### config.mk
export PLATFORM = sky130hd
export DESIGN_NAME = adder_tree_job_scheduler_flat
export DESIGN_NICKNAME = d
export VERILOG_FILES = /design/src/rtl/adder_tree_job_scheduler_pkg.sv /design/src/rtl/adder_tree_job_scheduler_if.sv /design/src/rtl/adder_tree_job_arbiter.sv /design/src/rtl/adder_tree_job_scheduler.sv /design/src/flat_wrapper.sv
export SDC_FILE = /design/constraint.sdc
export NUM_CORES = 1
export LEC_CHECK = 0
export BUFFER_PORTS_ARGS = -buffer_cell sky130_fd_sc_hd__buf_4
export CORE_MARGIN = 2
export CORE_UTILIZATION = 55
export DETAILED_ROUTE_END_ITERATION = 12
export GPL_ROUTABILITY_DRIVEN = 0
export PLACE_DENSITY = 0.82
export SYNTH_ARGS = -nofsm -noshare
export SYNTH_HDL_FRONTEND = slang
export SYNTH_SLANG_ARGS = --single-unit
### constraint.sdc
create_clock -name clk -period 3.4 [get_ports clk]
set_input_delay 0.34 -clock clk [delete_from_list [all_inputs] [get_ports clk]]
set_output_delay 0.34 -clock clk [all_outputs]
set_load 0.005 [all_outputs]
### src/rtl/adder_tree_job_scheduler_pkg.sv
// Shared types and defaults for the adder-tree job scheduler.
// Optional feature macro (see arbiter/top): ADDER_TREE_SCHED_RR_EN.
package adder_tree_job_scheduler_pkg;

   typedef enum logic [1:0] {
      ST_IDLE,
      ST_ISSUE,
      ST_DRAIN,
      ST_DONE
   } sched_state_t;

   localparam int DEF_TREE_LAT = 4;
   localparam int DEF_SUM_W    = 32;

   // Requester index width; a single requester still needs one bit.
   function automatic int id_width(input int n);
      return (n > 1) ? $clog2(n) : 1;
   endfunction

endpackage

### src/rtl/adder_tree_job_scheduler_if.sv
// Requester, adder-tree and result signals of the job scheduler.
// slave = scheduler side, master = requesters/tree/consumer side.
interface adder_tree_job_scheduler_if #(
   parameter int NUM_REQ = 4,
   parameter int ID_W    = 2,
   parameter int LEN_W   = 8,
   parameter int SUM_W   = 32,
   parameter int ACC_W   = 40
);
   logic [NUM_REQ-1:0]       req_valid;
   logic [NUM_REQ*LEN_W-1:0] req_len;
   logic [NUM_REQ-1:0]       beat_ack;
   logic [ID_W-1:0]          tree_sel;
   logic                     tree_issue;
   logic [SUM_W-1:0]         tree_sum;
   logic                     result_valid;
   logic                     result_ready;
   logic [ACC_W-1:0]         result_data;
   logic [ID_W-1:0]          result_id;
   logic                     busy;

   modport slave (
      input  req_valid, req_len, tree_sum, result_ready,
      output beat_ack, tree_sel, tree_issue, result_valid, result_data, result_id, busy
   );

   modport master (
      output req_valid, req_len, tree_sum, result_ready,
      input  beat_ack, tree_sel, tree_issue, result_valid, result_data, result_id, busy
   );
endinterface

### src/rtl/adder_tree_job_arbiter.sv
// Winner select for the job scheduler: fixed priority (lowest index) by default,
// round-robin starting after the last owner when ADDER_TREE_SCHED_RR_EN is defined.
module adder_tree_job_arbiter
   import adder_tree_job_scheduler_pkg::*;
#(
   parameter int NUM_REQ = 4,
   parameter int ID_W    = id_width(NUM_REQ)
) (
`ifdef ADDER_TREE_SCHED_RR_EN
   input  logic               clk,
   input  logic               reset,
   input  logic               take,
`endif
   input  logic [NUM_REQ-1:0] req_valid,
   output logic [NUM_REQ-1:0] grant,
   output logic [ID_W-1:0]    grant_id,
   output logic               any_req
);

   localparam int SW = ID_W + 1;

   logic [ID_W-1:0]    ptr;
   logic [NUM_REQ-1:0] rot;
   logic [ID_W-1:0]    off;
   logic [SW-1:0]      sum;

`ifdef ADDER_TREE_SCHED_RR_EN
   always_ff @(posedge clk or posedge reset) begin
      if (reset)
         ptr <= '0;
      else if (take && any_req)
         ptr <= (grant_id == ID_W'(NUM_REQ - 1)) ? '0 : grant_id + 1'b1;
   end
`else
   assign ptr = '0;
`endif

   // Rotate so bit 0 is the search start, take the first set bit, rotate back.
   always_comb begin
      rot      = NUM_REQ'({req_valid, req_valid} >> ptr);
      off      = '0;
      any_req  = 1'b0;
      for (int k = 0; k < NUM_REQ; k++) begin
         if (!any_req && rot[k]) begin
            any_req = 1'b1;
            off     = ID_W'(k);
         end
      end
      sum = {1'b0, ptr} + {1'b0, off};
      if (sum >= SW'(NUM_REQ))
         sum = sum - SW'(NUM_REQ);
      grant_id = ID_W'(sum);
      grant    = any_req ? (NUM_REQ'(1) << grant_id) : '0;
   end

endmodule

### src/rtl/adder_tree_job_scheduler.sv
// Shares one pipelined adder tree among NUM_REQ requesters, one whole job at a time,
// accumulating tree sums tracked by a valid pipe. Macro: ADDER_TREE_SCHED_RR_EN (round-robin).
//
// state | meaning
// IDLE  | waiting for any req_valid; grant, latch owner/len, clear accumulator
// ISSUE | one beat per cycle to the tree, len cycles back-to-back
// DRAIN | waiting for the valid pipe to empty and the last sum to land
// DONE  | result presented and held until result_ready
module adder_tree_job_scheduler
   import adder_tree_job_scheduler_pkg::*;
#(
   parameter int NUM_REQ  = 4,
   parameter int ID_W     = id_width(NUM_REQ),
   parameter int LEN_W    = 8,
   parameter int TREE_LAT = DEF_TREE_LAT,
   parameter int SUM_W    = DEF_SUM_W,
   parameter int ACC_W    = 40
) (
   input logic clk,
   input logic reset,
   adder_tree_job_scheduler_if.slave bus
);

   sched_state_t       state, state_nxt;
   logic [ID_W-1:0]    owner;
   logic [LEN_W-1:0]   remain;
   logic [ACC_W-1:0]   acc;
   logic [TREE_LAT-1:0] vpipe;

   logic [NUM_REQ-1:0] grant;
   logic [ID_W-1:0]    grant_id;
   logic               any_req;
   logic               grant_take;
   logic [LEN_W-1:0]   sel_len;

   logic [NUM_REQ-1:0] beat_ack_c;
   logic [ID_W-1:0]    tree_sel_c;
   logic               tree_issue_c;
   logic               result_valid_c;
   logic [ACC_W-1:0]   result_data_c;
   logic [ID_W-1:0]    result_id_c;

   adder_tree_job_arbiter #(
      .NUM_REQ (NUM_REQ),
      .ID_W    (ID_W)
   ) u_arb (
`ifdef ADDER_TREE_SCHED_RR_EN
      .clk       (clk),
      .reset     (reset),
      .take      (grant_take),
`endif
      .req_valid (bus.req_valid),
      .grant     (grant),
      .grant_id  (grant_id),
      .any_req   (any_req)
   );

   always_comb begin
      sel_len = '0;
      for (int i = 0; i < NUM_REQ; i++) begin
         if (grant[i])
            sel_len = bus.req_len[i*LEN_W +: LEN_W];
      end
   end

   always_comb begin
      state_nxt      = state;
      grant_take     = 1'b0;
      beat_ack_c     = '0;
      tree_sel_c     = '0;
      tree_issue_c   = 1'b0;
      result_valid_c = 1'b0;
      result_data_c  = '0;
      result_id_c    = '0;
      case (state)
         ST_IDLE: begin
            if (any_req) begin
               grant_take = 1'b1;
               state_nxt  = (sel_len == '0) ? ST_DONE : ST_ISSUE;
            end
         end
         ST_ISSUE: begin
            tree_issue_c = 1'b1;
            tree_sel_c   = owner;
            beat_ack_c   = NUM_REQ'(1) << owner;
            if (remain == LEN_W'(1))
               state_nxt = ST_DRAIN;
         end
         ST_DRAIN: begin
            // Only the tail bit may remain: its add lands on the same edge we leave.
            if (vpipe[TREE_LAT-2:0] == '0)
               state_nxt = ST_DONE;
         end
         ST_DONE: begin
            result_valid_c = 1'b1;
            result_data_c  = acc;
            result_id_c    = owner;
            if (bus.result_ready)
               state_nxt = ST_IDLE;
         end
         default: state_nxt = ST_IDLE;
      endcase
   end

   always_ff @(posedge clk or posedge reset) begin
      if (reset) begin
         state  <= ST_IDLE;
         owner  <= '0;
         remain <= '0;
         acc    <= '0;
         vpipe  <= '0;
      end else begin
         state <= state_nxt;
         vpipe <= {vpipe[TREE_LAT-2:0], tree_issue_c};
         if (grant_take) begin
            owner  <= grant_id;
            remain <= sel_len;
            acc    <= '0;
         end else begin
            if (tree_issue_c)
               remain <= remain - 1'b1;
            if (vpipe[TREE_LAT-1])
               acc <= acc + ACC_W'(bus.tree_sum);
         end
      end
   end

   assign bus.beat_ack     = beat_ack_c;
   assign bus.tree_sel     = tree_sel_c;
   assign bus.tree_issue   = tree_issue_c;
   assign bus.result_valid = result_valid_c;
   assign bus.result_data  = result_data_c;
   assign bus.result_id    = result_id_c;
   assign bus.busy         = (state != ST_IDLE);

endmodule

### src/flat_wrapper.sv
// flat-port wrapper written by rule: the top's interface ports become plain ports
module adder_tree_job_scheduler_flat import adder_tree_job_scheduler_pkg::*;
#(
   parameter int NUM_REQ  = 4,
   parameter int ID_W     = id_width(NUM_REQ),
   parameter int LEN_W    = 8,
   parameter int TREE_LAT = DEF_TREE_LAT,
   parameter int SUM_W    = DEF_SUM_W,
   parameter int ACC_W    = 40
)
  (clk, reset, bus_req_valid, bus_req_len, bus_tree_sum, bus_result_ready, bus_beat_ack, bus_tree_sel, bus_tree_issue, bus_result_valid, bus_result_data, bus_result_id, bus_busy);
  adder_tree_job_scheduler_if #(.NUM_REQ(NUM_REQ), .ID_W(ID_W), .LEN_W(LEN_W), .SUM_W(SUM_W), .ACC_W(ACC_W)) bus_i ();
  input logic clk;
  input logic reset;
  input wire logic [$bits(bus_i.req_valid)-1:0] bus_req_valid;
  input wire logic [$bits(bus_i.req_len)-1:0] bus_req_len;
  input wire logic [$bits(bus_i.tree_sum)-1:0] bus_tree_sum;
  input wire logic [$bits(bus_i.result_ready)-1:0] bus_result_ready;
  output wire logic [$bits(bus_i.beat_ack)-1:0] bus_beat_ack;
  output wire logic [$bits(bus_i.tree_sel)-1:0] bus_tree_sel;
  output wire logic [$bits(bus_i.tree_issue)-1:0] bus_tree_issue;
  output wire logic [$bits(bus_i.result_valid)-1:0] bus_result_valid;
  output wire logic [$bits(bus_i.result_data)-1:0] bus_result_data;
  output wire logic [$bits(bus_i.result_id)-1:0] bus_result_id;
  output wire logic [$bits(bus_i.busy)-1:0] bus_busy;
  assign bus_i.req_valid = bus_req_valid;
  assign bus_i.req_len = bus_req_len;
  assign bus_i.tree_sum = bus_tree_sum;
  assign bus_i.result_ready = bus_result_ready;
  assign bus_beat_ack = bus_i.beat_ack;
  assign bus_tree_sel = bus_i.tree_sel;
  assign bus_tree_issue = bus_i.tree_issue;
  assign bus_result_valid = bus_i.result_valid;
  assign bus_result_data = bus_i.result_data;
  assign bus_result_id = bus_i.result_id;
  assign bus_busy = bus_i.busy;
  adder_tree_job_scheduler #(.NUM_REQ(NUM_REQ), .ID_W(ID_W), .LEN_W(LEN_W), .TREE_LAT(TREE_LAT), .SUM_W(SUM_W), .ACC_W(ACC_W)) u_core (.clk(clk), .reset(reset), .bus(bus_i));
endmodule
# [After elaboration in Yosys (flattened, before gate mapping)]
# Index checks and enable logic that the tools add are counted.
[op_classes] n_addsub=3 mux=31 eq_ne=8 shifts=2 n_reduce_logical=13 magnitude_cmp=1
[ops] op="$mux W40" count=3
[ops] op="$mux W8" count=6
[ops] op="$add A40 B32 Y40" count=1
[ops] op="$mux W2" count=10
[ops] op="$mux W1" count=9
[ops] op="$eq A8 B1 Y1 const B" count=1
[ops] op="$logic_not A8 Y1" count=1
[ops] op="$mux W4" count=2
[ops] op="$pmux W2 S4" count=1
[ops] op="$shl A1 B2 Y4 const A" count=2
[ops] op="$sub A8 B1 Y8 const B" count=1
[ops] op="$ne A2 B1 Y1 const B" count=3
[ops] op="$reduce_bool A2 Y1" count=3
[ops] op="$eq A2 B2 Y1 const B" count=2
[ops] op="$reduce_and A4 Y1" count=1
[ops] op="$ge A2 B3 Y1 const B" count=1
[ops] op="$logic_and A1 B1 Y1" count=3
[ops] op="$logic_not A1 Y1" count=3
[ops] op="$logic_not A3 Y1" count=1
[ops] op="$eq A2 B1 Y1 const B" count=1
[ops] op="$logic_not A2 Y1" count=1
[ops] op="$ne A2 B2 Y1 const B" count=1
[ops] op="$sub A2 B1 Y2 const B" count=1
[totals] out_inout_bits=51 regBits=56 inputBits=71 word_cells=63

# [Longest topological paths before layout]
[depth] depth_word=22 depth_mapped=11 depth_no_buf=11

# [Cells and area by module]
# Synthesis repeated with hierarchy kept, for this count alone.
[unflattened] cells_unflattened=611 area_unflattened_um2=4926.0
[modules_own_cells] mod="adder_tree_job_scheduler" seq_area_each_um2=1401.3 area_each_um2=4865.9 cells_per_inst=600 n_inst=1
[modules_own_cells] mod="adder_tree_job_arbiter" seq_area_each_um2=0.0 area_each_um2=60.1 cells_per_inst=11 n_inst=1

# [Least setup slack after synthesis]
# No wires, ideal clock.
[synth_path] kind="reg2reg" startpoint="reg u_core.acc[0]" endpoint="reg u_core.acc[20]" setup_slack_ns=0.775 required_time_ns=3.314 synth_period_minus_slack_ns=2.625 setup_ns=0.086 arrival_time_ns=2.539 path_stages_with_launch=12 n_path_buf=0 path_cell_list="dfrtp_1 > ha_1 > inv_1 > fa_1 > and2b_1 > o211ai_1 > a31o_2 > a21o_1 > a211o_1 > nor3b_1 > o311a_1 > nor3_1"
[synth_between] elab_chain_len=3
[synth_lines] item="start, declared" line_no="adder_tree_job_scheduler.sv:27" rtl="logic [ACC_W-1:0] acc;"
[synth_lines] item="start signal, assigned" line_no="adder_tree_job_scheduler.sv:123" rtl="acc <= acc + ACC_W'(bus.tree_sum);"
[synth_lines] item="$add A40 B32 Y40" line_no="adder_tree_job_scheduler.sv:123"
[synth_lines] item="$mux W40" line_no="adder_tree_job_scheduler.sv:122" rtl="if (vpipe[TREE_LAT-1])"
[synth_lines] item="$mux W40" line_no="adder_tree_job_scheduler.sv:115" rtl="if (grant_take) begin"
# No other way between the ends. The select of a mux whose other input is x is not followed.
# A chain may end at the register's enable or synchronous reset.

# [Final worst setup path]
# Same ends and word-level chain as after synthesis.

==> flow_summary.toml <==
[logic_synthesis]
synth_top_family_by_area = "simple AND/OR/NAND/NOR gates"
syn_inst = 625
synth_top_area_frac = 0.2776
yosys_warnings = 0
synth_edf_count = 0
syn_nets = 736
synthMuxAreaShare = 0.02776
yosysUniqueCellTypes = 65
ys_async_sr_fraction = 1.000
seq_area_frac_synth = 0.2776
synth-main-ff-cell = "dfrtp_1"
synth_compound_area_frac = 0.2270
synth_area_per_cell_um2 = 8.078
synthAdderAreaFrac = 0.1006
yosys.area_share.xor_xnor = 0.03990
synth-simple-area-share = 0.2803
synth_area_leader_cell = "dfrtp_1"
synth_area_leaders = "dfrtp_1, ha_1, and2_1, a21oi_1, nor2_1"
syn_area_um2 = 5049
ys_ff_latch = 56

[clocking]
clockBufferDepth = 2
cts_root_buf = "clkbuf_8"
postCtsSetupRepairBufs = 0
cts_tree = "yes"
clock-sinks = 56
htreeDepth = 2
post_cts_resized = 0
hold_buffers = 0
numCtsBuffers = 5
clock_latency_ns = 0.32
path_clk_slew_ns = 0.12

[timing]
max_freq_mhz = 353.7
timing.final.max_slew_violations = 0
setup_viol = 0
slew_headroom = 0.3166
fin_crit_sh = 0.8315
rsz0062_at_grt = "false"
skew_ns = 0.02349
finalHoldViolCount = 0
finalSetupTns_ns = 0
worst-slew-pin-transition_ns = 1.024
fin_hold_ws_ns = 0.1623
min_period_ns = 2.827

[global_routing]
grt_max_degree = 37
first_global_vias = 4932
grt_usage = 0.2745
grt_antenna_before_repair = 0
grt-ovfl-total = 0
grt_pass1_wl_mm = 22.89

[route]
final_antenna_net_count = 0
vias_per_cell = 6.160
drc = 0
vias = 5131
wl_per_cell_um = 16.20
drtIter0Drc = 325
dr.pass1.iters = 5
totalWireLength_mm = 13.49

[power]
p_per_area_nw_per_um2 = 827.9
seqPwrFrac = 0.244
p_leak_nw = 2.852
p_int_w = 0.002696
p_clk_frac = 0.098
swShare = 0.4685
ir_drop_v = 0.0003892
switching_power_w = 0.002377
p_comb_frac = 0.658

[worst_setup_path]
reg2reg_slack_ns = 0.57
start_kind = "flop"
worstSetupPathType = "reg -> reg"
worst-path-max-fanout = 4
worstPathArrival_ns = 3.08
worstPathRequired_ns = 3.65
rr_worst_depth = 11
end_kind = "flop"
timing.rr.start = "u_core.acc[0]"
timing.rr.end = "u_core.acc[20]"

[outcome]
status = "complete, no violations"

[die]
rows = 34
die_h_um = 99.81
die_w_um = 99.81
boundaryPins = 122
coreArea_um2 = 8806
dieArea_um2 = 9962
start_util = 0.5733

[cells_and_area]
layout.nets = 835
diodes = 0
syn_to_final_growth_pct = 21.36
final_cell_mix = "buf_4, dfrtp_1, nor2_1"
final_common_cell = "buf_4"
layout-drive-gt1-share = 0.2014

[hold_path]
hold_class = "in -> async"

[placement]
place_hpwl_mm = 10.15
port_buffers = 121

[job]
drv_cap = 0
Yosys cell counts (all sizes together) (10+ instances only):
cell and instances:
dfrtp 56, nor2 54, nand2 49, and2 43, a21oi 42, ha 39
o21ai 39, clkbuf 28, inv 24, nand3 22, nor3 19, xnor2 17
mux2i 14, a21o 12, nand4 12, nor4b 11, a31oi 10
layout make-up:
cell class,count,area (µm²)
repair buffers,128,960.9
flip-flops and latches,56,1401
multi-input cells,509,3413
inverters,24,90.09
clock inverters,1,30.03
well taps,108,135.1
clock buffers,7,96.34
fillers,729,2679
state kept, by name, indices dropped and copies added, names as in the netlist:
register       flops
u_core.owner       2
u_core.remain      8
u_core.vpipe       4
u_core.acc        40
u_core.state       2
power groups by stage:
stage / clock network, W / registers, W / logic, W
3_5_place_dp: 0 / 0.00124 / 0.00330
6_report: 0.000496 / 0.00124 / 0.00334
4_1_cts: 0.000502 / 0.00123 / 0.00332
3_3_place_gp: 0 / 0.00123 / 0.00320
5_1_grt: 0.000527 / 0.00128 / 0.00372
2_1_floorplan: 0 / 0.00114 / 0.00244
logic make-up (layout without fill, tap and decap cells):
logic type,Yosys count,after routing
adders and majority gates,40,40
DFF,56,56
AOI/OAI and AO/OA,172,172
xor gates and xnor gates,23,23
buffers and inverters,60,160
and+or+nand+nor,260,260
muxes,14,14
through the flow:
step                      instance area (µm²)  utilization  instances  setup slack, ns  power, W
after floorplan                          5049            -        625           0.7747  0.003575
after global placement                   6001       0.6814        825           0.5824  0.004425
after detailed placement                 6001       0.6814        825           0.5321  0.004544
after CTS                                6127       0.6958        833           0.5657  0.005056
after global routing                     6127       0.6958        833           0.3863  0.005531
final                                    6127       0.6958        833           0.5729  0.005073
worst max-delay path by stage:
stage | depth (start not counted) | start | endpoint
after global routing | 11 | u_core.acc[0] | u_core.acc[20]
final | 11 | u_core.acc[0] | u_core.acc[20]
after global placement | 12 | bus_tree_sum[0] | u_core.acc[20]
after floorplan | 11 | u_core.acc[0] | u_core.acc[20]
after CTS | 11 | u_core.acc[0] | u_core.acc[20]
after detailed placement | 12 | bus_tree_sum[0] | u_core.acc[20]
per-layer routing:
metal,global-route usage,part of all wire,vias up
met2,0.4709,0.48,221
li1,-,-,2485
met1,0.3740,0.43,2408
met4,0.05479,0.011,0
met3,0.03760,0.076,17
met5,0,0,-
critical path, stage by stage (launching register included):
cell	delay, ns
dfrtp_1	0.38
ha_1	0.17
inv_1	0.05
fa_1	0.37
and2b_1	0.24
o211ai_1	0.10
a31o_2	0.29
a21o_1	0.21
a211o_1	0.28
nor3b_1	0.16
o311a_1	0.35
nor3_1	0.17
Power figures use the tool's default switching activity.
